==> src/rtl/rr_grant_seq8_if.sv <==
// Arbiter request/grant bundle: the requester vector going in, and the
// decoder3e-ready index/enable plus a busy status coming back.
interface rr_grant_seq8_if;
  logic [7:0] req;
  logic [2:0] n;
  logic       ena;
  logic       busy;

  // Requester side drives req and observes the grant.
  modport master (output req, input n, ena, busy);

  // Arbiter side consumes req and produces the grant.
  modport slave (input req, output n, ena, busy);
endinterface

==> src/rtl/rr_grant_seq8.sv <==
// 8-way round-robin arbiter feeding decoder3e (index n + enable ena).
// All outputs are registered, so there is no combinational path from req.
// Fairness comes from a rotating last-served pointer. A grant held while
// others wait is pre-empted after MAX_HOLD cycles (0 disables pre-emption).
module rr_grant_seq8 #(
  parameter int MAX_HOLD = 4
) (
  input  logic           clk,
  input  logic           clrn,
  rr_grant_seq8_if.slave arb
);

  typedef enum logic {IDLE, GRANT} state_t;

  localparam logic [7:0] MAX_HOLD_C = 8'(MAX_HOLD);

  state_t     state_q, state_d;
  logic [2:0] n_q, n_d;
  logic [2:0] ptr_q, ptr_d;
  logic [7:0] cnt_q, cnt_d;

  logic       hit;
  logic [2:0] hit_idx;
  logic [2:0] search_base;
  logic [7:0] others;
  logic       hold_expired;

  // First requester strictly after p, wrapping round to p itself last.
  function automatic logic [3:0] search(input logic [2:0] p, input logic [7:0] r);
    logic       found;
    logic [2:0] idx;
    logic [2:0] cand;
    found = 1'b0;
    idx   = p;
    for (int k = 1; k <= 8; k++) begin
      cand = p + 3'(k);
      if (!found && r[cand]) begin
        found = 1'b1;
        idx   = cand;
      end
    end
    return {found, idx};
  endfunction

  // Search from the last-served index when idle, from the current holder when granting.
  always_comb begin
    search_base       = (state_q == GRANT) ? n_q : ptr_q;
    {hit, hit_idx}    = search(search_base, arb.req);
    others            = arb.req & ~(8'b1 << n_q);
    hold_expired      = (MAX_HOLD_C != 8'd0) && (cnt_q >= MAX_HOLD_C);
  end

  // Next-state logic: start, release/handover, pre-empt, or keep holding.
  always_comb begin
    state_d = state_q;
    n_d     = n_q;
    ptr_d   = ptr_q;
    cnt_d   = cnt_q;
    case (state_q)
      IDLE: begin
        if (arb.req != 8'd0) begin
          n_d     = hit_idx;
          cnt_d   = 8'd1;
          state_d = GRANT;
        end
      end
      GRANT: begin
        if (!arb.req[n_q]) begin
          ptr_d = n_q;
          if (hit) begin
            n_d   = hit_idx;
            cnt_d = 8'd1;
          end else begin
            state_d = IDLE;
          end
        end else if (hold_expired && (others != 8'd0)) begin
          ptr_d = n_q;
          n_d   = hit_idx;
          cnt_d = 8'd1;
        end else begin
          cnt_d = (cnt_q == 8'hFF) ? cnt_q : cnt_q + 8'd1;
        end
      end
      default: state_d = IDLE;
    endcase
  end

  // State register; reset restarts arbitration from index 0 (ptr = 7).
  always_ff @(posedge clk or negedge clrn) begin
    if (!clrn) begin
      state_q <= IDLE;
      n_q     <= 3'd0;
      ptr_q   <= 3'd7;
      cnt_q   <= 8'd0;
    end else begin
      state_q <= state_d;
      n_q     <= n_d;
      ptr_q   <= ptr_d;
      cnt_q   <= cnt_d;
    end
  end

  assign arb.n    = n_q;
  assign arb.ena  = (state_q == GRANT);
  assign arb.busy = (state_q == GRANT);

endmodule

==> src/flat_wrapper.sv <==
// flat-port wrapper written by rule: the top's interface ports become plain ports
module rr_grant_seq8_flat 
#(
  parameter int MAX_HOLD = 4
)
  (clk, clrn, arb_req, arb_n, arb_ena, arb_busy);
  rr_grant_seq8_if arb_i ();
  input  logic clk;
  input  logic clrn;
  input wire logic [$bits(arb_i.req)-1:0] arb_req;
  output wire logic [$bits(arb_i.n)-1:0] arb_n;
  output wire logic [$bits(arb_i.ena)-1:0] arb_ena;
  output wire logic [$bits(arb_i.busy)-1:0] arb_busy;
  assign arb_i.req = arb_req;
  assign arb_n = arb_i.n;
  assign arb_ena = arb_i.ena;
  assign arb_busy = arb_i.busy;
  rr_grant_seq8 #(.MAX_HOLD(MAX_HOLD)) u_core (.clk(clk), .clrn(clrn), .arb(arb_i));
endmodule
==> config.mk <==
export PLATFORM = sky130hd
export DESIGN_NAME = rr_grant_seq8_flat
export DESIGN_NICKNAME = d
export VERILOG_FILES = /design/src/rtl/rr_grant_seq8_if.sv /design/src/rtl/rr_grant_seq8.sv /design/src/flat_wrapper.sv
export SDC_FILE = /design/constraint.sdc
export NUM_CORES = 1
export LEC_CHECK = 0
export ABC_CLOCK_PERIOD_IN_PS = 11000
export CAP_MARGIN = 0
export CORE_UTILIZATION = 52
export CTS_BUF_LIST = sky130_fd_sc_hd__clkbuf_4 sky130_fd_sc_hd__clkbuf_8
export DETAILED_ROUTE_END_ITERATION = 8
export PLACE_DENSITY = 0.72
export SLEW_MARGIN = 20
export SYNTH_ARGS = -nofsm -noshare
export SYNTH_HDL_FRONTEND = slang
export SYNTH_SLANG_ARGS = --single-unit
==> constraint.sdc <==
create_clock -name clk -period 11 [get_ports clk]
set_input_delay 2.2 -clock clk [delete_from_list [all_inputs] [get_ports clk]]
set_output_delay 2.2 -clock clk [all_outputs]
set_load 0.01 [all_outputs]
==> flow_metrics.py <==
metrics = {
    "timing": {
        "finalCritPeriodShare_pct": 43.9,
        "final_max_slew_viol_count": 0,
        "final_period_minus_worst_setup_slack_ps": 4820,
        "report.final.hold_viol_count": 0,
        "finalSetupViolCount": 0,
        "fin_hold_ws_ps": 509,
        "transition_time_at_the_pin_with_the_least_slew_margin_ps": 658,
        "max-slew-margin-rel_pct": 55.2,
        "setup-tns-final_ps": 0,
        "grt_setup_unrepaired": "false",
        "worst_clock_skew_ps": 5.89,
        "maxClockFrequency_mhz": 207,
    },
    "global_route": {
        "globalRoute.totalOverflow": 0,
        "grt_antenna_before_repair": 0,
        "grt_start_max_net_pins": 18,
        "grt_pass1_vias": 1542,
        "grt_pass1_wl_mm": 7.56,
        "global_router_s_overall_resource_usage_pct": 23.3,
    },
    "critical_path": {
        "r2r_endpoint": "u_core.cnt_q[7]",
        "cp_max_fo": 13,
        "start_to_end_type_of_the_worst_setup_path": "in -> reg",
        "worstReg2RegStart": "u_core.arb.busy",
        "r2r_setup_slack_ps": 6850,
        "endpoint_arrival_time_on_the_critical_path_ps": 5000,
        "worst_r2r_path_depth": 10,
        "worstSetupEndpointType": "register",
        "crit_path_start_kind": "input port",
        "worst_path_required_ps": 11180,
    },
    "status": {
        "status": "finished, final reports clean",
    },
    "routing": {
        "routed-via-count": 1760,
        "drt-pass1-iter-count": 5,
        "remaining_drc_errors": 0,
        "wl_per_cell_um": 16.7,
        "vias_per_cell": 6.52,
        "finalWirelength_mm": 4.52,
        "antenna_left": 0,
        "detailedRoute.firstIterationViolations": 135,
    },
    "clocking": {
        "clock_latency_ps": 250,
        "cts-buffers-inserted": 3,
        "cts_tree": "yes",
        "ctsHtreeMaxLevel": 1,
        "cts.repair_timing.setup_buffer_count": 0,
        "postCtsResizedCells": 0,
        "count_of_clock_tree_sinks": 15,
        "cts.reportedPaths.clkPinSlew_ps": 70,
        "clock_path_buffers": 2,
        "hold_buffers": 0,
        "root_buffer": "sky130_fd_sc_hd__clkbuf_8",
    },
    "place": {
        "dpl.hpwl_mm": 3.43,
        "placed_cells_incl_taps": 266,
        "gpl.final_weighted_congestion": 0.885,
        "number_of_i_o_port_buffers": 14,
    },
    "power": {
        "pwr_density_cell_mw_per_mm2": 351,
        "power.leakage_nw": 0.881,
        "vdd_drop_max_v": 0.000192,
    },
    "floorplanning": {
        "floorplan.die.height_um": 64.4,
        "die_outline_area_mm2": 0.00414,
        "fp-row-count": 22,
        "io_pins": 15,
        "coreArea_mm2": 0.00369,
        "fp.dieW_um": 64.4,
        "initial_utilization_pct": 54.9,
    },
    "flow_run": {
        "drv.max_cap_violation_count": 0,
    },
    "logic_synthesis": {
        "synth_edf_count": 0,
        "synth.net_count": 232,
        "async_flop_share_pct": 100,
        "netlist_top_cells_area": "sky130_fd_sc_hd__dfrtp_1 (15%), sky130_fd_sc_hd__mux4_2 (13%), sky130_fd_sc_hd__mux2i_1 (8.9%)",
        "syn-cell-area_mm2": 0.00202,
        "synth.yosys.seq_area_share_pct": 18.7,
        "yosys.area.top_type_share_pct": 14.8,
        "dominantRegCellSynth": "sky130_fd_sc_hd__dfrtp_1",
        "netlist.top_cell.by_area": "sky130_fd_sc_hd__dfrtp_1",
        "ys_types": 62,
        "yosysWarnings": 0,
        "synth-seq-cells": 15,
        "synth_cells": 218,
        "syn_avg_cell_area_um2": 9.28,
    },
    "hold_path": {
        "whs_path_cells": 2,
        "type_of_the_most_critical_hold_path": "reg -> reg",
        "hold_path_startpoint": "u_core.ptr_q[2]",
        "min_delay_worst_endpoint": "u_core.ptr_q[2]",
    },
    "final_layout": {
        "layout-drive-gt1-share_pct": 21.6,
        "area.sequential_um2": 379,
        "final-instance-count-excl-fill": 270,
        "fin_nets": 237,
        "multi_input_logic_area_mm2": 0.00153,
        "area.growth.synth_to_final_pct": 8.60,
        "diodes": 0,
        "layout.filler_cells": 334,
    },
}
metal layers:
metal	up-vias	wire [µm]	share of wire, %	track usage [%]
met5	-	0	0	0
met4	0	74	1.6	4.72
met3	7	245	5.4	2.14
met1	834	2200	49	35.3
li1	847	-	-	-
met2	72	2000	44	35.8
state kept, by name, summed over array words and instances (netlist names):
register,count
u_core.arb.n,3
u_core.ptr_q,3
u_core.cnt_q,8
u_core.arb.busy,1
critical path, cell delays in order:
cell and delay (ps):
sky130_fd_sc_hd__clkdlybuf4s50_1 580, sky130_fd_sc_hd__mux4_2 530, sky130_fd_sc_hd__mux2i_1 230, sky130_fd_sc_hd__nor2b_1 100, sky130_fd_sc_hd__o21ai_1 360, sky130_fd_sc_hd__o21ai_0 330
sky130_fd_sc_hd__or4_1 520, sky130_fd_sc_hd__a21boi_1 150
report_power, final:
group / internal (W) / total, W / switching, W
Clock: 0.0000251 / 0.0000453 / 0.0000202
Combinational: 0.000289 / 0.000618 / 0.000329
Sequential: 0.0000787 / 0.000108 / 0.0000294
kinds of logic (layout without fill, tap and decap cells):
group                    after synthesis  after routing  synth area share [%]
AO/OA/AOI/OAI                         56             56                  18.4
XOR/XNOR                               3              3                  1.67
adder cells (fa/ha/maj)                4              4                  2.47
buffers and inverters                 25             29                  5.81
flip-flops                            15             15                  18.7
multiplexers                          46             46                  33.4
AND/OR/NAND/NOR                       69             69                  19.5
cells in the mapped netlist, types with 3 or more instances:
cell	instances
sky130_fd_sc_hd__or3_1	3
sky130_fd_sc_hd__a31oi_1	3
sky130_fd_sc_hd__nor3_1	3
sky130_fd_sc_hd__nand2_1	16
sky130_fd_sc_hd__nor2b_1	3
sky130_fd_sc_hd__mux2i_4	4
sky130_fd_sc_hd__nor2_1	13
sky130_fd_sc_hd__o21ai_0	9
sky130_fd_sc_hd__nand2b_1	3
sky130_fd_sc_hd__inv_1	8
sky130_fd_sc_hd__ha_1	4
sky130_fd_sc_hd__nand3_1	4
sky130_fd_sc_hd__clkbuf_1	9
sky130_fd_sc_hd__dfstp_2	3
sky130_fd_sc_hd__o21ai_1	7
sky130_fd_sc_hd__or4_1	4
sky130_fd_sc_hd__mux4_2	12
sky130_fd_sc_hd__a211oi_1	3
sky130_fd_sc_hd__mux2_2	12
sky130_fd_sc_hd__mux2i_1	18
sky130_fd_sc_hd__dfrtp_1	12
sky130_fd_sc_hd__o31ai_1	5
sky130_fd_sc_hd__a21oi_1	9
sky130_fd_sc_hd__nand4_1	4
per-stage QoR:
step / worst slack (ps) / util, % / power, W / area, µm²
6_report: 6180 / 59.6 / 0.000771 / 2200
5_1_grt: 5880 / 59.6 / 0.000832 / 2200
4_1_cts: 6190 / 59.6 / 0.000769 / 2200
3_5_place_dp: 5970 / 58.3 / 0.000720 / 2150
3_3_place_gp: 6020 / 58.3 / 0.000716 / 2150
2_1_floorplan: 6670 / - / 0.000607 / 2020
worst max path at each step:
stage,from,to,depth (start not counted)
after detailed placement,arb_req[3],u_core.cnt_q[7],8
after CTS,arb_req[3],u_core.cnt_q[7],8
after floorplan,arb_req[2],u_core.cnt_q[7],8
final,arb_req[3],u_core.cnt_q[7],8
after global placement,arb_req[3],u_core.cnt_q[7],8
after global routing,arb_req[3],u_core.cnt_q[7],8
area by class of cell:
class	instances	area share, %
clock buffers	3	1.88
clock inverters	1	0.228
inverters	10	1.71
multi-input cells	178	69.5
flip-flops and latches	15	17.3
well taps	48	2.73
repair buffers	15	6.72
layout by cell type, fill, tap and decap left out, drive strengths merged, types with 2 or more instances in the layout:
| master | n |
|---|---|
| mux2i | 22 |
| nand2 | 17 |
| o21ai | 17 |
| clkdlybuf4s50 | 14 |
| nor2 | 14 |
| mux4 | 12 |
| mux2 | 12 |
| dfrtp | 12 |
| a21oi | 9 |
| inv | 9 |
| o31ai | 5 |
| nand3 | 5 |
| or4 | 4 |
| nand4 | 4 |
| ha | 4 |
| a21boi | 4 |
| nor3 | 3 |
| nand2b | 3 |
| or3 | 3 |
| a211oi | 3 |
| nor2b | 3 |
| a31oi | 3 |
| clkbuf | 3 |
| dfstp | 3 |
| xnor2 | 3 |
| and3 | 3 |
| nor4 | 2 |
| and2 | 2 |
| o211ai | 2 |
| clkinv | 2 |
| or3b | 2 |
(Power assumes the default switching activity.)
